[config.mk]
export PLATFORM = sky130hd
export DESIGN_NAME = pipe_hazard_unit
export DESIGN_NICKNAME = d
export VERILOG_FILES = /design/src/rtl/pipe_hazard_unit.sv
export SDC_FILE = /design/constraint.sdc
export NUM_CORES = 1
export LEC_CHECK = 0
export BUFFER_PORTS_ARGS = -buffer_cell sky130_fd_sc_hd__clkbuf_2
export CORE_UTILIZATION = 30
export CTS_BUF_LIST = sky130_fd_sc_hd__clkbuf_4 sky130_fd_sc_hd__clkbuf_8
export DETAILED_ROUTE_END_ITERATION = 10
export GPL_ROUTABILITY_DRIVEN = 0
export GPL_TIMING_DRIVEN = 0
export SLEW_MARGIN = 40
export SYNTH_ARGS = -nofsm -noshare
export SYNTH_HDL_FRONTEND = slang
export SYNTH_SLANG_ARGS = --single-unit
[constraint.sdc]
create_clock -name i_clk -period 2.4 [get_ports i_clk]
set_input_delay 0.36 -clock i_clk [delete_from_list [all_inputs] [get_ports i_clk]]
set_output_delay 0.36 -clock i_clk [all_outputs]
set_load 0.01 [all_outputs]
[src/rtl/pipe_hazard_unit.sv]
// pipe_hazard_unit
//   Stall/flush/forwarding controller for the pipelined MIPS core with caches.
//   A shadow pipeline of destination tags (entry 0 = EXE, 1 = MEM, 2 = WB, ...)
//   is kept internally, so the datapath does not have to feed back per-stage
//   write addresses.
//
//   Inputs : i_clk, i_rst (async, active high), ID instruction description
//            (i_id_valid, i_id_rs/rt, i_id_rs_used/rt_used, i_id_wen, i_id_dst,
//            i_id_is_load), i_jump_en, i_inst_stall, i_mem_stall.
//   Outputs: o_<stage>_en / o_<stage>_rst for if/id/exe/mem/wb, o_ld_use_stall,
//            o_fwd_a_sel/o_fwd_a_ld (RS source), o_fwd_b_sel/o_fwd_b_ld (RT).
//            A select of 0 means register file, k means shadow stage k-1.
//
//   Optional feature: define HAZARD_PERF_CNT_EN to add the saturating 32-bit
//   counters o_cnt_ld_use, o_cnt_mem_stall, o_cnt_inst_stall and o_cnt_flush.
module pipe_hazard_unit #(
    parameter int RA_W   = 5,
    parameter int DEPTH  = 3,
    parameter int LD_LAT = 1,
    parameter int SEL_W  = 3
) (
    input  logic            i_clk,
    input  logic            i_rst,
    input  logic            i_id_valid,
    input  logic [RA_W-1:0] i_id_rs,
    input  logic [RA_W-1:0] i_id_rt,
    input  logic            i_id_rs_used,
    input  logic            i_id_rt_used,
    input  logic            i_id_wen,
    input  logic [RA_W-1:0] i_id_dst,
    input  logic            i_id_is_load,
    input  logic            i_jump_en,
    input  logic            i_inst_stall,
    input  logic            i_mem_stall,
    output logic            o_if_en,
    output logic            o_id_en,
    output logic            o_exe_en,
    output logic            o_mem_en,
    output logic            o_wb_en,
    output logic            o_if_rst,
    output logic            o_id_rst,
    output logic            o_exe_rst,
    output logic            o_mem_rst,
    output logic            o_wb_rst,
    output logic            o_ld_use_stall,
    output logic [SEL_W-1:0] o_fwd_a_sel,
    output logic            o_fwd_a_ld,
    output logic [SEL_W-1:0] o_fwd_b_sel,
    output logic            o_fwd_b_ld
`ifdef HAZARD_PERF_CNT_EN
    ,
    output logic [31:0]     o_cnt_ld_use,
    output logic [31:0]     o_cnt_mem_stall,
    output logic [31:0]     o_cnt_inst_stall,
    output logic [31:0]     o_cnt_flush
`endif
);

    // Shadow pipeline, index 0 is the youngest (EXE) entry.
    logic [DEPTH-1:0] r_v;
    logic [DEPTH-1:0] r_wen;
    logic [DEPTH-1:0] r_ld;
    logic [RA_W-1:0]  r_dst [DEPTH];

    logic [DEPTH-1:0] w_hit_a;
    logic [DEPTH-1:0] w_hit_b;
    logic             w_ld_use;
    logic             w_win_mem;
    logic             w_win_inst;
    logic             w_win_ld;
    logic             w_win_flush;
    logic             w_bubble;

    always_comb begin
        w_hit_a = '0;
        w_hit_b = '0;
        for (int i = 0; i < DEPTH; i++) begin
            w_hit_a[i] = r_v[i] & r_wen[i] & (r_dst[i] == i_id_rs) &
                         (i_id_rs != '0) & i_id_rs_used;
            w_hit_b[i] = r_v[i] & r_wen[i] & (r_dst[i] == i_id_rt) &
                         (i_id_rt != '0) & i_id_rt_used;
        end
    end

    // Load data is not yet available in stages younger than LD_LAT.
    always_comb begin
        w_ld_use = 1'b0;
        for (int i = 0; i < LD_LAT; i++) begin
            w_ld_use = w_ld_use | ((w_hit_a[i] | w_hit_b[i]) & r_ld[i]);
        end
    end

    assign o_ld_use_stall = w_ld_use;

    // Scan oldest to youngest so the youngest hit is the one left standing.
    always_comb begin
        o_fwd_a_sel = '0;
        o_fwd_a_ld  = 1'b0;
        o_fwd_b_sel = '0;
        o_fwd_b_ld  = 1'b0;
        for (int i = DEPTH - 1; i >= 0; i--) begin
            if (w_hit_a[i]) begin
                o_fwd_a_sel = SEL_W'(i + 1);
                o_fwd_a_ld  = r_ld[i];
            end
            if (w_hit_b[i]) begin
                o_fwd_b_sel = SEL_W'(i + 1);
                o_fwd_b_ld  = r_ld[i];
            end
        end
        if (w_ld_use) begin
            o_fwd_a_sel = '0;
            o_fwd_a_ld  = 1'b0;
            o_fwd_b_sel = '0;
            o_fwd_b_ld  = 1'b0;
        end
    end

    // Winning condition below reset, in priority order.
    assign w_win_mem   = i_mem_stall;
    assign w_win_inst  = ~i_mem_stall & i_inst_stall;
    assign w_win_ld    = ~i_mem_stall & ~i_inst_stall & w_ld_use;
    assign w_win_flush = ~i_mem_stall & ~i_inst_stall & ~w_ld_use & i_jump_en;
    assign w_bubble    = w_win_inst | w_win_ld;

    always_comb begin
        o_if_en   = 1'b1;
        o_id_en   = 1'b1;
        o_exe_en  = 1'b1;
        o_mem_en  = 1'b1;
        o_wb_en   = 1'b1;
        o_if_rst  = 1'b0;
        o_id_rst  = 1'b0;
        o_exe_rst = 1'b0;
        o_mem_rst = 1'b0;
        o_wb_rst  = 1'b0;
        if (i_rst) begin
            o_if_rst  = 1'b1;
            o_id_rst  = 1'b1;
            o_exe_rst = 1'b1;
            o_mem_rst = 1'b1;
            o_wb_rst  = 1'b1;
        end else if (w_win_mem) begin
            o_if_en  = 1'b0;
            o_id_en  = 1'b0;
            o_exe_en = 1'b0;
            o_mem_en = 1'b0;
            o_wb_en  = 1'b0;
        end else if (w_bubble) begin
            // Hold IF/ID and inject a bubble into EXE.
            o_if_en   = 1'b0;
            o_id_en   = 1'b0;
            o_exe_rst = 1'b1;
        end else if (w_win_flush) begin
            // The jump itself proceeds to EXE; only the slot behind it is killed.
            o_id_rst = 1'b1;
        end
    end

    always_ff @(posedge i_clk or posedge i_rst) begin
        if (i_rst) begin
            r_v   <= '0;
            r_wen <= '0;
            r_ld  <= '0;
            for (int i = 0; i < DEPTH; i++) begin
                r_dst[i] <= '0;
            end
        end else if (!i_mem_stall) begin
            // The deepest entry falls off the end: it has been retired by WB.
            r_v   <= {r_v[DEPTH-2:0], ~w_bubble & i_id_valid};
            r_wen <= {r_wen[DEPTH-2:0], ~w_bubble & i_id_wen};
            r_ld  <= {r_ld[DEPTH-2:0], ~w_bubble & i_id_is_load};
            for (int i = DEPTH - 1; i > 0; i--) begin
                r_dst[i] <= r_dst[i-1];
            end
            r_dst[0] <= w_bubble ? '0 : i_id_dst;
        end
    end

`ifdef HAZARD_PERF_CNT_EN
    logic [31:0] r_cnt_ld_use;
    logic [31:0] r_cnt_mem_stall;
    logic [31:0] r_cnt_inst_stall;
    logic [31:0] r_cnt_flush;

    always_ff @(posedge i_clk or posedge i_rst) begin
        if (i_rst) begin
            r_cnt_ld_use     <= '0;
            r_cnt_mem_stall  <= '0;
            r_cnt_inst_stall <= '0;
            r_cnt_flush      <= '0;
        end else begin
            if (w_win_ld && r_cnt_ld_use != '1) begin
                r_cnt_ld_use <= r_cnt_ld_use + 32'd1;
            end
            if (w_win_mem && r_cnt_mem_stall != '1) begin
                r_cnt_mem_stall <= r_cnt_mem_stall + 32'd1;
            end
            if (w_win_inst && r_cnt_inst_stall != '1) begin
                r_cnt_inst_stall <= r_cnt_inst_stall + 32'd1;
            end
            if (w_win_flush && r_cnt_flush != '1) begin
                r_cnt_flush <= r_cnt_flush + 32'd1;
            end
        end
    end

    assign o_cnt_ld_use     = r_cnt_ld_use;
    assign o_cnt_mem_stall  = r_cnt_mem_stall;
    assign o_cnt_inst_stall = r_cnt_inst_stall;
    assign o_cnt_flush      = r_cnt_flush;
`endif

endmodule

# After elaboration in Yosys (flattened, before gate mapping)
# Index checks and enable logic that the tools add are counted.
# Widths: inputs -> output; s select.
[totals]
register_bits = 24
in_bits = 25
output_inout_bits = 19
elab_cells = 80
[classes]
n_eq_ne = 6
n_mux = 30
n_bitwise = 36
reduce_logical = 2
[ops]
columns = ["op", "count"]
rows = [
  ["$and 1x1->1", 30],
  ["$eq 5x5->1", 6],
  ["$mux 1", 21],
  ["$mux 3", 6],
  ["$reduce_bool 5->1", 2],
  ["$mux 5", 1],
  ["$mux 2", 2],
  ["$not 1->1", 4],
  ["$or 1x1->1", 2],
]

# Longest topological paths before layout
# Gate-level depths: netlist of the first run.
[depth]
depth_word = 13
ltp_mapped = 7
depth_no_buf = 5

# Least setup slack after synthesis of the first run
# Ideal clock, no wire load.
[synth_timing]
path_kind = "input to output"
start = "input i_id_rs[1]"
end = "output o_if_en"
arrival_ns = 1.747
required_ns = 2.040
path_slack_ns = 0.293
path_stages = 7
n_path_buf = 2
path_cell_list = "or4_1 -> o21ai_2 -> nor4_2 -> o21ai_2 -> buf_6 -> a21o_2 -> buf_4"
[synth_between]
elab_chain_len = 11
elab_cells_between_ends = 12
classes_between = "1 x eq/ne; 3 x mux; 7 x bitwise; 1 x reduce/logical"
[synth_rtl]
columns = ["element", "line", "rtl"]
rows = [
  ["start, declared", "25", "input logic [RA_W-1:0] i_id_rs,"],
  ["$eq 5x5->1", "78", "w_hit_a[i] = r_v[i] & r_wen[i] & (r_dst[i] == i_id_rs) &"],
  ["$and 1x1->1", "78", ""],
  ["$and 1x1->1 (*)", "78", ""],
  ["$and 1x1->1 (*)", "79", "(i_id_rs != '0) & i_id_rs_used;"],
  ["$or 1x1->1 (*)", "89", "w_ld_use = w_ld_use | ((w_hit_a[i] | w_hit_b[i]) & r_ld[i]);"],
  ["$and 1x1->1 (*)", "89", ""],
  ["$and 1x1->1 (*)", "122", "assign w_win_ld = ~i_mem_stall & ~i_inst_stall & w_ld_use;"],
  ["$or 1x1->1 (*)", "124", "assign w_bubble = w_win_inst | w_win_ld;"],
  ["$mux 1 (*) (3 in series)", "--", ""],
  ["end, declared", "35", "output logic o_if_en,"],
]
# Mark *: on every way between the ends. The rest lies on a longest branch, timed or not.

# Final worst setup path of the first run
[layout_timing]
start = "input i_id_rt[1]"
end = "output o_if_en"
[layout_between]
elab_chain_len = 11
elab_cells_between_ends = 12
classes_between = "1 x eq/ne; 3 x mux; 7 x bitwise; 1 x reduce/logical"
[layout_rtl]
columns = ["element", "line", "rtl"]
rows = [
  ["start, declared", "26", "input logic [RA_W-1:0] i_id_rt,"],
  ["$eq 5x5->1", "80", "w_hit_b[i] = r_v[i] & r_wen[i] & (r_dst[i] == i_id_rt) &"],
  ["$and 1x1->1", "80", ""],
  ["$and 1x1->1 (*)", "80", ""],
  ["$and 1x1->1 (*)", "81", "(i_id_rt != '0) & i_id_rt_used;"],
  ["$or 1x1->1 (*)", "89", ""],
  ["$and 1x1->1 (*)", "89", ""],
  ["$and 1x1->1 (*)", "122", ""],
  ["$or 1x1->1 (*)", "124", ""],
  ["$mux 1 (*)", "149", "end else if (w_bubble) begin"],
  ["$mux 1 (*)", "143", "end else if (w_win_mem) begin"],
  ["$mux 1 (*)", "137", "if (i_rst) begin"],
]
# Marks and branches as above.

==> impl_results.md, run 1 <==
- Outcome: finished clean
- FF+latch count, synth: 24
- Via Count: 1218
- Io pins: 44
- Initial antenna violation count: 0
- R2R setup slack: 0.64 ns
- CTS root buf: clkbuf_8
- Antenna viol nets, final: 0
- Leakage power: 0.8877 nW
- Area grow syn2layout: 33.50%
- Final setup fails: 0
- Final net count: 222
- Total power: 1.013 mW
- Fin Hold WS: 0.1982 ns
- Cells after synthesis: 141
- Drt first pass iters: 4
- Fin crit period: 2.366 ns
- CTS buffer count: 3
- Drt drc: 0
- Startpoint Class: input port
- H-tree depth: 1
- RSZ-0062 raised after global routing: yes
- R2r worst-path depth: 6
- GRT Overall Usage: 14.39%
- Final worst slack: 0.03390 ns
- Period utilization: 98.59%
- R2R Path Start: r_dst[10]
- Critical path, cell by cell: buf_2, or4_4, o21ai_4, nor4_4, o21ai_2, buf_6, a21o_2, buf_4, clkbuf_2
- Mapped Area: 1509 µm²
- Crit end category: primary output
- Register area share after synthesis: 39.80%
- Chip height: 72.92 µm
- Clk_lat worst skew: 0.26 ns
- Library cells used by synthesis: 30
- Min-Delay Path Class: in -> async
- Pwr Density: 502.7 nW/µm²
- N_diodes: 0
- Vias in the first global route: 1221
- Syn. warnings: 0
- Clock Pin Slew Worst Setup and Hold Paths: 0.08 ns
- Layout cells sized above 1: 50.00%
- Port buffer count: 40
- Vias per cell: 4.631
- Worst path max stage delay: 0.55 ns
- Crit path arrival time: 2.01 ns
- Fmax: 422.6 MHz
- Initial DRC Count: 32
- CP bufs+invs: 4
- Count of pins over their slew limit: 0
- Fill cells: 475
- Slew headroom: 57.68%
- Core area: 4786 µm²
- Slowest stage cell, crit path: or4_4
- Drt wl/cell: 13.27 µm
- Hold Vio Cnt, Final: 0
- Row Count: 25
- Avg Cell Area, Syn: 10.70 µm²
- CP top delay family: simple AND/OR/NAND/NOR gates
- Critical path fanouts, max: 6
- Initial Utilization: 31.53%
- Hold-fix buffers, CTS: 0
- Max VDD drop: 0.2325 mV
- Die width: 72.92 µm
- Clock sinks: 24
- Critical path depth: 9
- Dpl cells: 249
- DRT Wirelength: 3491 µm
- RR Endpoint: r_dst[10]
- Clock tree buffer depth: 2
- Global-route wire length before repair: 5858 µm
- GRT overflow: 0
- Critical path type: in -> out
- Fin cells: 263
- Post-Place Setup Slack: -0.1024 ns
- DP HPWL: 2715 µm
- Final Skew: 0.004981 ns
- Setup TNS: 0 ns
- Slew @ Worst Pin: 0.6349 ns
- Max-cap violations: 0
- Largest net degree at the start of global routing: 26
- CP required: 2.04 ns
- Die Area: 5317 µm²
- TritonCTS clock tree: yes
==> cells in the final DEF, fill, tap and decap left out, types with 2 or more instances in the layout <==
cell type / Yosys / final
buf_2: 0 / 3
clkbuf_1: 2 / 2
clkbuf_8: 0 / 5
conb_1: 1 / 2
mux2_2: 15 / 15
dfrtp_1: 24 / 22
nor2_1: 5 / 5
buf_4: 8 / 18
nor4_4: 0 / 2
inv_1: 6 / 5
a32o_1: 8 / 8
clkbuf_2: 0 / 36
or4_4: 0 / 3
nand3_1: 4 / 4
nand4_1: 6 / 6
xnor2_1: 24 / 23
a21oi_1: 2 / 2
xor2_1: 6 / 6
a21o_2: 3 / 2
dfrtp_2: 0 / 2
nand2_1: 5 / 5
o21ai_4: 0 / 2
==> synth_stat cells (all sizes together) <==
library cell,instances,share of area [%]
buf,10,5.0
a32o,8,5.3
clkbuf,2,0.50
nor2,5,1.2
xor2,6,3.5
xnor2,24,14
o22ai,1,0.41
conb,1,0.25
a21o,3,1.7
mux2,15,11
nand4,6,2.5
nand3,4,1.3
nor3,2,0.66
and2,1,0.41
a21oi,2,0.66
o21ai,4,2.1
a21boi,1,0.50
dfrtp,24,40
mux2i,1,0.66
or3,1,0.50
inv,6,1.5
nand2,5,1.2
nor4,4,2.5
o32ai,1,0.58
or4,3,1.5
a31o,1,0.58
==> sequential cells by signal, indices dropped and copies added, names as in the netlist <==
signal  flops
r_ld        3
r_dst      15
r_wen       3
r_v         3
==> worst max path at each step <==
stage                     endpoint        from
after floorplan            o_if_en  i_id_rs[1]
after global placement     o_if_en  i_id_rs[1]
after detailed placement   o_if_en  i_id_rs[1]
after CTS                  o_if_en   r_dst[13]
after global routing       o_if_en   r_dst[11]
final                      o_if_en  i_id_rt[1]
==> power by group <==
group / switching [mW] / total, mW / internal, mW / leakage, nW
clock network: 0.124 / 0.270 / 0.146 / 0.0288
logic: 0.106 / 0.238 / 0.132 / 0.549
registers: 0.0554 / 0.504 / 0.449 / 0.310
total: 0.285 / 1.01 / 0.727 / 0.888
==> per-layer routing <==
layer  up-vias  GRT usage, %  wire length (µm)
li1        610             -                 -
met1       570         19.93              1700
met2        36         23.78              1606
met3         2         3.315               173
met4         0         1.307                11
met5         -             0                 0
==> metrics by stage <==
stage,util (%),cell area (µm²)
after floorplan,-,1513
after global placement,37.54,1797
after detailed placement,37.54,1797
after CTS,41.65,1993
after global routing,42.09,2014
final,42.09,2014
==> final cells by class <==
cell class	instances	area, µm²	share of cell area (%)
Multi-Input combinational cell	100	883.3	43.85
Sequential cell	24	603.1	29.94
Timing Repair Buffer	50	284.0	14.10
Tap cell	67	83.83	4.161
Buffer	12	82.58	4.099
Clock buffer	4	55.05	2.733
Inverter	6	22.52	1.118
==> cells by family (layout without fill, tap and decap cells) <==
logic type	after synthesis	after routing	synth area share, %
XOR/XNOR	30	30	17.41
buffers and inverters	18	72	6.965
AO/OA/AOI/OAI	21	21	11.86
other	1	2	0.2485
multiplexers	16	16	11.86
flip-flops	24	24	39.80
AND/OR/NAND/NOR	31	31	11.86
==> timing repair <==
action                     CTS  global route
buffers inserted            10             0
pin swaps                   11             8
gates resized for setup     11             7
setup endpoints to repair    4             8
hold endpoints to repair     0             0
Note: power is estimated with default switching activity, not from simulation.
==> inputs of run 2 (changes only) <==
- ABC_CLOCK_PERIOD_IN_PS: unset -> 2400
- PLACE_DENSITY: unset -> 0.57
==> run 2 against run 1 <==
  * Critical path depth fell by 1
  * Sequential power about the same
  * Non-clock buffer count down 1
  * Critical path type unchanged
  * Largest cell class unchanged
==> impl_results.md, run 2 (same netlist as run 1, synthesis figures left out) <==
- Hold Vio Cnt, Final: 0
- TritonCTS clock tree: yes
- RR Endpoint: r_v[0]
- Final net count: 221
- Hold-fix buffers, CTS: 0
- Fin crit period: 2.373 ns
- Crit end category: primary output
- R2R setup slack: 0.75 ns
- Drt wl/cell: 13.40 µm
- Initial Utilization: 31.53%
- Final Cell Area: 2004 µm²
- Largest net degree at the start of global routing: 26
- R2R Path Start: r_dst[13]
- Fin cells: 262
- Biggest register: r_dst
- Initial antenna violation count: 0
- Initial DRC Count: 30
- Io pins: 44
- Die Area: 5317 µm²
- Fill cells: 466
- Min-Delay Path Class: in -> async
- Drt first pass iters: 4
- Core area: 4786 µm²
- Row Count: 25
- Max VDD drop: 0.3536 mV
- Final setup fails: 0
- Final Skew: 0.001059 ns
- R2r worst-path depth: 6
- GRT Overall Usage: 14.47%
- Period utilization: 98.88%
- Slew @ Worst Pin: 0.6815 ns
- Antenna viol nets, final: 0
- Via Count: 1203
- Max-cap violations: 0
- Global-route wire length before repair: 5837 µm
- N_diodes: 0
- Post-Place Setup Slack: -0.08967 ns
- H-tree depth: 1
- RSZ-0062 raised after global routing: yes
- DP HPWL: 2746 µm
- Final worst slack: 0.02687 ns
- Count of pins over their slew limit: 0
- CTS root buf: clkbuf_8
- CTS buffer count: 3
- Area grow syn2layout: 32.84%
- Drt drc: 0
- Placed cell area: 1797 µm²
- Pwr Density: 549.2 nW/µm²
- Vias in the first global route: 1215
- Layout cells sized above 1: 48.21%
- Die width: 72.92 µm
- Clock sinks: 24
- Most common cell after layout, fill and taps aside: clkbuf_2
- Startpoint Class: input port
- GRT overflow: 0
- Vias per cell: 4.592
- Most frequent cells in the layout: 36 x clkbuf_2, 24 x xnor2_1, 24 x dfrtp_1
- Critical path fanouts, max: 4
- Outcome: finished clean
- Clk_lat worst skew: 0.27 ns
- Crit path arrival time: 2.01 ns
- Max FFs per register: 15
- Slew headroom: 54.40%
- DRT Wirelength: 3511 µm
- Clock tree buffer depth: 2
- CP required: 2.04 ns
- Port buffer count: 40
- Leakage power: 0.8883 nW
- Clock Pin Slew Worst Setup and Hold Paths: 0.09 ns
- Critical path type: in -> out
- Chip height: 72.92 µm
- Dpl cells: 249
- Fmax: 421.4 MHz
run 2: cell types whose count changed in the layout (fill, tap and decap cells not counted):
cell	previous run	this run
xnor2_1	23	24
bufinv_16	0	1
clkbuf_8	5	3
buf_4	18	17
xnor2_2	1	0
dfrtp_1	22	24
buf_2	3	4
dfrtp_2	2	0
run 2: worst max-delay path by stage:
stage | start | to | slack (ns) | depth (start not counted)
3_3_place_gp | i_id_rs[1] | o_if_en | -0.10 | 9
2_1_floorplan | i_id_rs[1] | o_if_en | 0.29 | 7
6_report | i_id_rt[1] | o_fwd_b_sel[0] | 0.03 | 8
5_1_grt | r_dst[12] | o_if_en | -0.04 | 8
3_5_place_dp | i_id_rs[1] | o_if_en | -0.09 | 9
4_1_cts | i_id_rs[4] | o_fwd_b_sel[0] | 0.0007 | 8
run 2: layer usage:
metal / track usage, % / share of wire (%) / up-vias
met5: 0 / 0 / -
met4: 1.307 / 0 / 0
met3: 3.591 / 5.7 / 0
met2: 24.09 / 45 / 38
met1: 19.76 / 49 / 559
li1: - / - / 606
run 2: power breakdown:
part	leakage, nW	switching [mW]	internal, mW
clock network	0.0357	0.136	0.223
logic	0.540	0.107	0.132
registers	0.313	0.0543	0.448
total	0.888	0.298	0.803
run 2: layout make-up:
cell class              instances  area (µm²)  share of cell area, %
multi-input cells             100       875.8                  43.70
flip-flops and latches         24       600.6                  29.96
repair buffers                 49       267.8                  13.36
well taps                      67       83.83                  4.182
plain buffers                  12       82.58                  4.120
clock buffers                   3       41.29                  2.060
clock inverters                 1       30.03                  1.498
inverters                       6       22.52                  1.124
run 2: what timing repair did:
item | CTS | global route
endpoints found under the hold margin | 0 | 0
pin swaps | 13 | 5
setup endpoints to repair | 4 | 9
gates resized for setup | 6 | 9
buffers inserted | 9 | 0
run 2: per-stage QoR:
step	setup TNS, ns	total power [mW]	hold WS, ns	util [%]
2_1_floorplan	0	0.6496	0.3831	-
3_3_place_gp	-0.1609	0.7241	0.5033	37.54
3_5_place_dp	-0.1209	0.7291	0.5019	37.54
4_1_cts	0	1.106	0.2094	41.28
5_1_grt	-0.08439	1.157	0.2440	41.88
6_report	0	1.101	0.1940	41.88
run 2: critical path: stages:
cell     delay, ns
buf_2         0.14
or4_4         0.55
o21ai_4       0.19
nor4_4        0.07
buf_4         0.15
a21o_2        0.20
o32ai_2       0.18
buf_2         0.16
==> inputs of run 3 (changes only) <==
- SETUP_SLACK_MARGIN: unset -> 0.4
==> run 3 against run 2 <==
  * The flow now finishes with violations (negative setup slack)
  * First-iteration DRC count is 3.3% lower
  * Sequential power hardly changed
  * Cell count is 2.3% higher
  * Clock skew is 0.0018 ns higher
  * Sequential share of layout area is 2.0 points lower
  * Die area stayed put
  * Power is 9.0% lower
  * Wire length is 1.1% higher
  * Register-to-register slack worse by 0.20 ns
  * Global-route usage is 0.17 points higher
  * Highest routed layer unchanged
==> impl_results.md, run 3 (same netlist as run 1, synthesis figures left out) <==
- Outcome: finished with violations
- Failing checks: negative setup slack
- Port buffer count: 40
- Drt first pass iters: 4
- Vias in the first global route: 1162
- Io pins: 44
- Die Area: 5317 µm²
- Initial Utilization: 31.53%
- Drt wl/cell: 13.24 µm
- RSZ-0062 raised after global routing: yes
- Clock tree buffer depth: 2
- DP HPWL: 2723 µm
- RR Endpoint: r_dst[11]
- Final worst slack: -0.02935 ns
- Core area: 4786 µm²
- Hold-fix buffers, CTS: 0
- Max VDD drop: 0.2534 mV
- Layout cells sized above 1: 54.73%
- Crit end category: primary output
- Critical path type: in -> out
- Drt drc: 0
- Fmax: 411.6 MHz
- Area grow syn2layout: 42.79%
- Chip height: 72.92 µm
- Critical path fanouts, max: 3
- Biggest register: r_dst
- Most common cell after layout, fill and taps aside: clkbuf_2
- Final Skew: 0.002867 ns
- Antenna viol nets, final: 0
- Dpl cells: 249
- TritonCTS clock tree: yes
- Final net count: 228
- CP required: 2.04 ns
- Slew @ Worst Pin: 0.6538 ns
- Final setup fails: 1
- GRT overflow: 0
- Vias per cell: 4.698
- Clock sinks: 24
- Min-Delay Path Class: in -> async
- Clk_lat worst skew: 0.26 ns
- GRT Overall Usage: 14.64%
- Clock Pin Slew Worst Setup and Hold Paths: 0.08 ns
- Final Util: 45.02%
- H-tree depth: 1
- Post-Place Setup Slack: -0.06453 ns
- Startpoint Class: input port
- Max-cap violations: 0
- R2r worst-path depth: 7
- Pwr Density: 464.8 nW/µm²
- Via Count: 1259
- CTS buffer count: 3
- Initial antenna violation count: 0
- Row Count: 25
- Count of pins over their slew limit: 0
- DRT Wirelength: 3548 µm
- Hold Vio Cnt, Final: 0
- Largest net degree at the start of global routing: 26
- N_diodes: 0
- Fin Hold WS: 0.1994 ns
- CTS root buf: clkbuf_8
- Max FFs per register: 15
- Slew headroom: 56.25%
- R2R setup slack: 0.55 ns
- Leakage power: 0.9442 nW
- Global-route wire length before repair: 5871 µm
- Crit path arrival time: 2.07 ns
- Die width: 72.92 µm
- Fin cells: 268
- R2R Path Start: r_dst[13]
- Initial DRC Count: 29
- Fin crit period: 2.429 ns
- Most frequent cells in the layout: 29 x clkbuf_2, 22 x xnor2_1, 22 x buf_4, 22 x dfrtp_1, 15 x mux2_2
- Period utilization: 101.2%
run 3: cell count changes in the layout (fill, tap and decap cells not counted), sizes merged:
cell / previous run / this run
bufinv: 1 / 0
clkbuf: 41 / 38
buf: 23 / 33
run 3: layout make-up:
class                           instances  area, µm²
Buffer                                 12      87.58
Clock buffer                            3      41.29
Fill cell                             467       2631
Inverter                                6      22.52
Multi-Input combinational cell        100      933.4
Sequential cell                        24      603.1
Tap cell                               67      83.83
Timing Repair Buffer                   56      382.9
run 3: worst max-delay path by stage:
stage | from | end | slack [ns] | cells after the start
6_report | i_id_rt[1] | o_fwd_b_sel[0] | -0.03 | 9
5_1_grt | r_dst[12] | o_if_en | -0.14 | 8
4_1_cts | r_dst[10] | o_if_en | 0.02 | 7
3_5_place_dp | i_id_rt[1] | o_if_en | -0.06 | 9
3_3_place_gp | i_id_rt[1] | o_if_en | -0.07 | 9
2_1_floorplan | i_id_rt[1] | o_if_en | 0.33 | 7
run 3: power breakdown:
group	leakage (nW)	internal [mW]	total [mW]	switching [mW]
combinational	0.613	0.148	0.258	0.111
clock	0.0216	0.112	0.239	0.126
sequential	0.310	0.449	0.504	0.0555
total	0.944	0.709	1.00	0.293
run 3: metrics by stage:
stage	setup TNS (ns)	cell area, µm²	power (mW)
after floorplan	0	1582	0.6592
after global placement	-0.09044	1866	0.7354
after detailed placement	-0.08036	1866	0.7389
after CTS	0	2085	1.001
after global routing	-0.4099	2155	1.058
final	-0.02935	2155	1.001
run 3: what timing repair did:
item                                    CTS  global route
endpoints found under the setup margin   14            17
setup buffers                            11             5
pin swaps                                15            11
resized for setup                        20            14
run 3: worst max-delay path, cell delays in order:
cell	delay, ns
clkbuf_16	0.12
or4_4	0.53
o21ai_4	0.18
nor4_4	0.06
buf_4	0.14
buf_6	0.11
a21o_2	0.22
o32ai_4	0.19
buf_2	0.16
run 3: layer usage:
metal / up-vias / wire (µm) / track usage (%)
met5: - / 0 / 0
li1: 617 / - / -
met4: 0 / 0 / 2.614
met3: 0 / 141 / 2.210
met1: 607 / 1822 / 22.06
met2: 35 / 1584 / 22.33
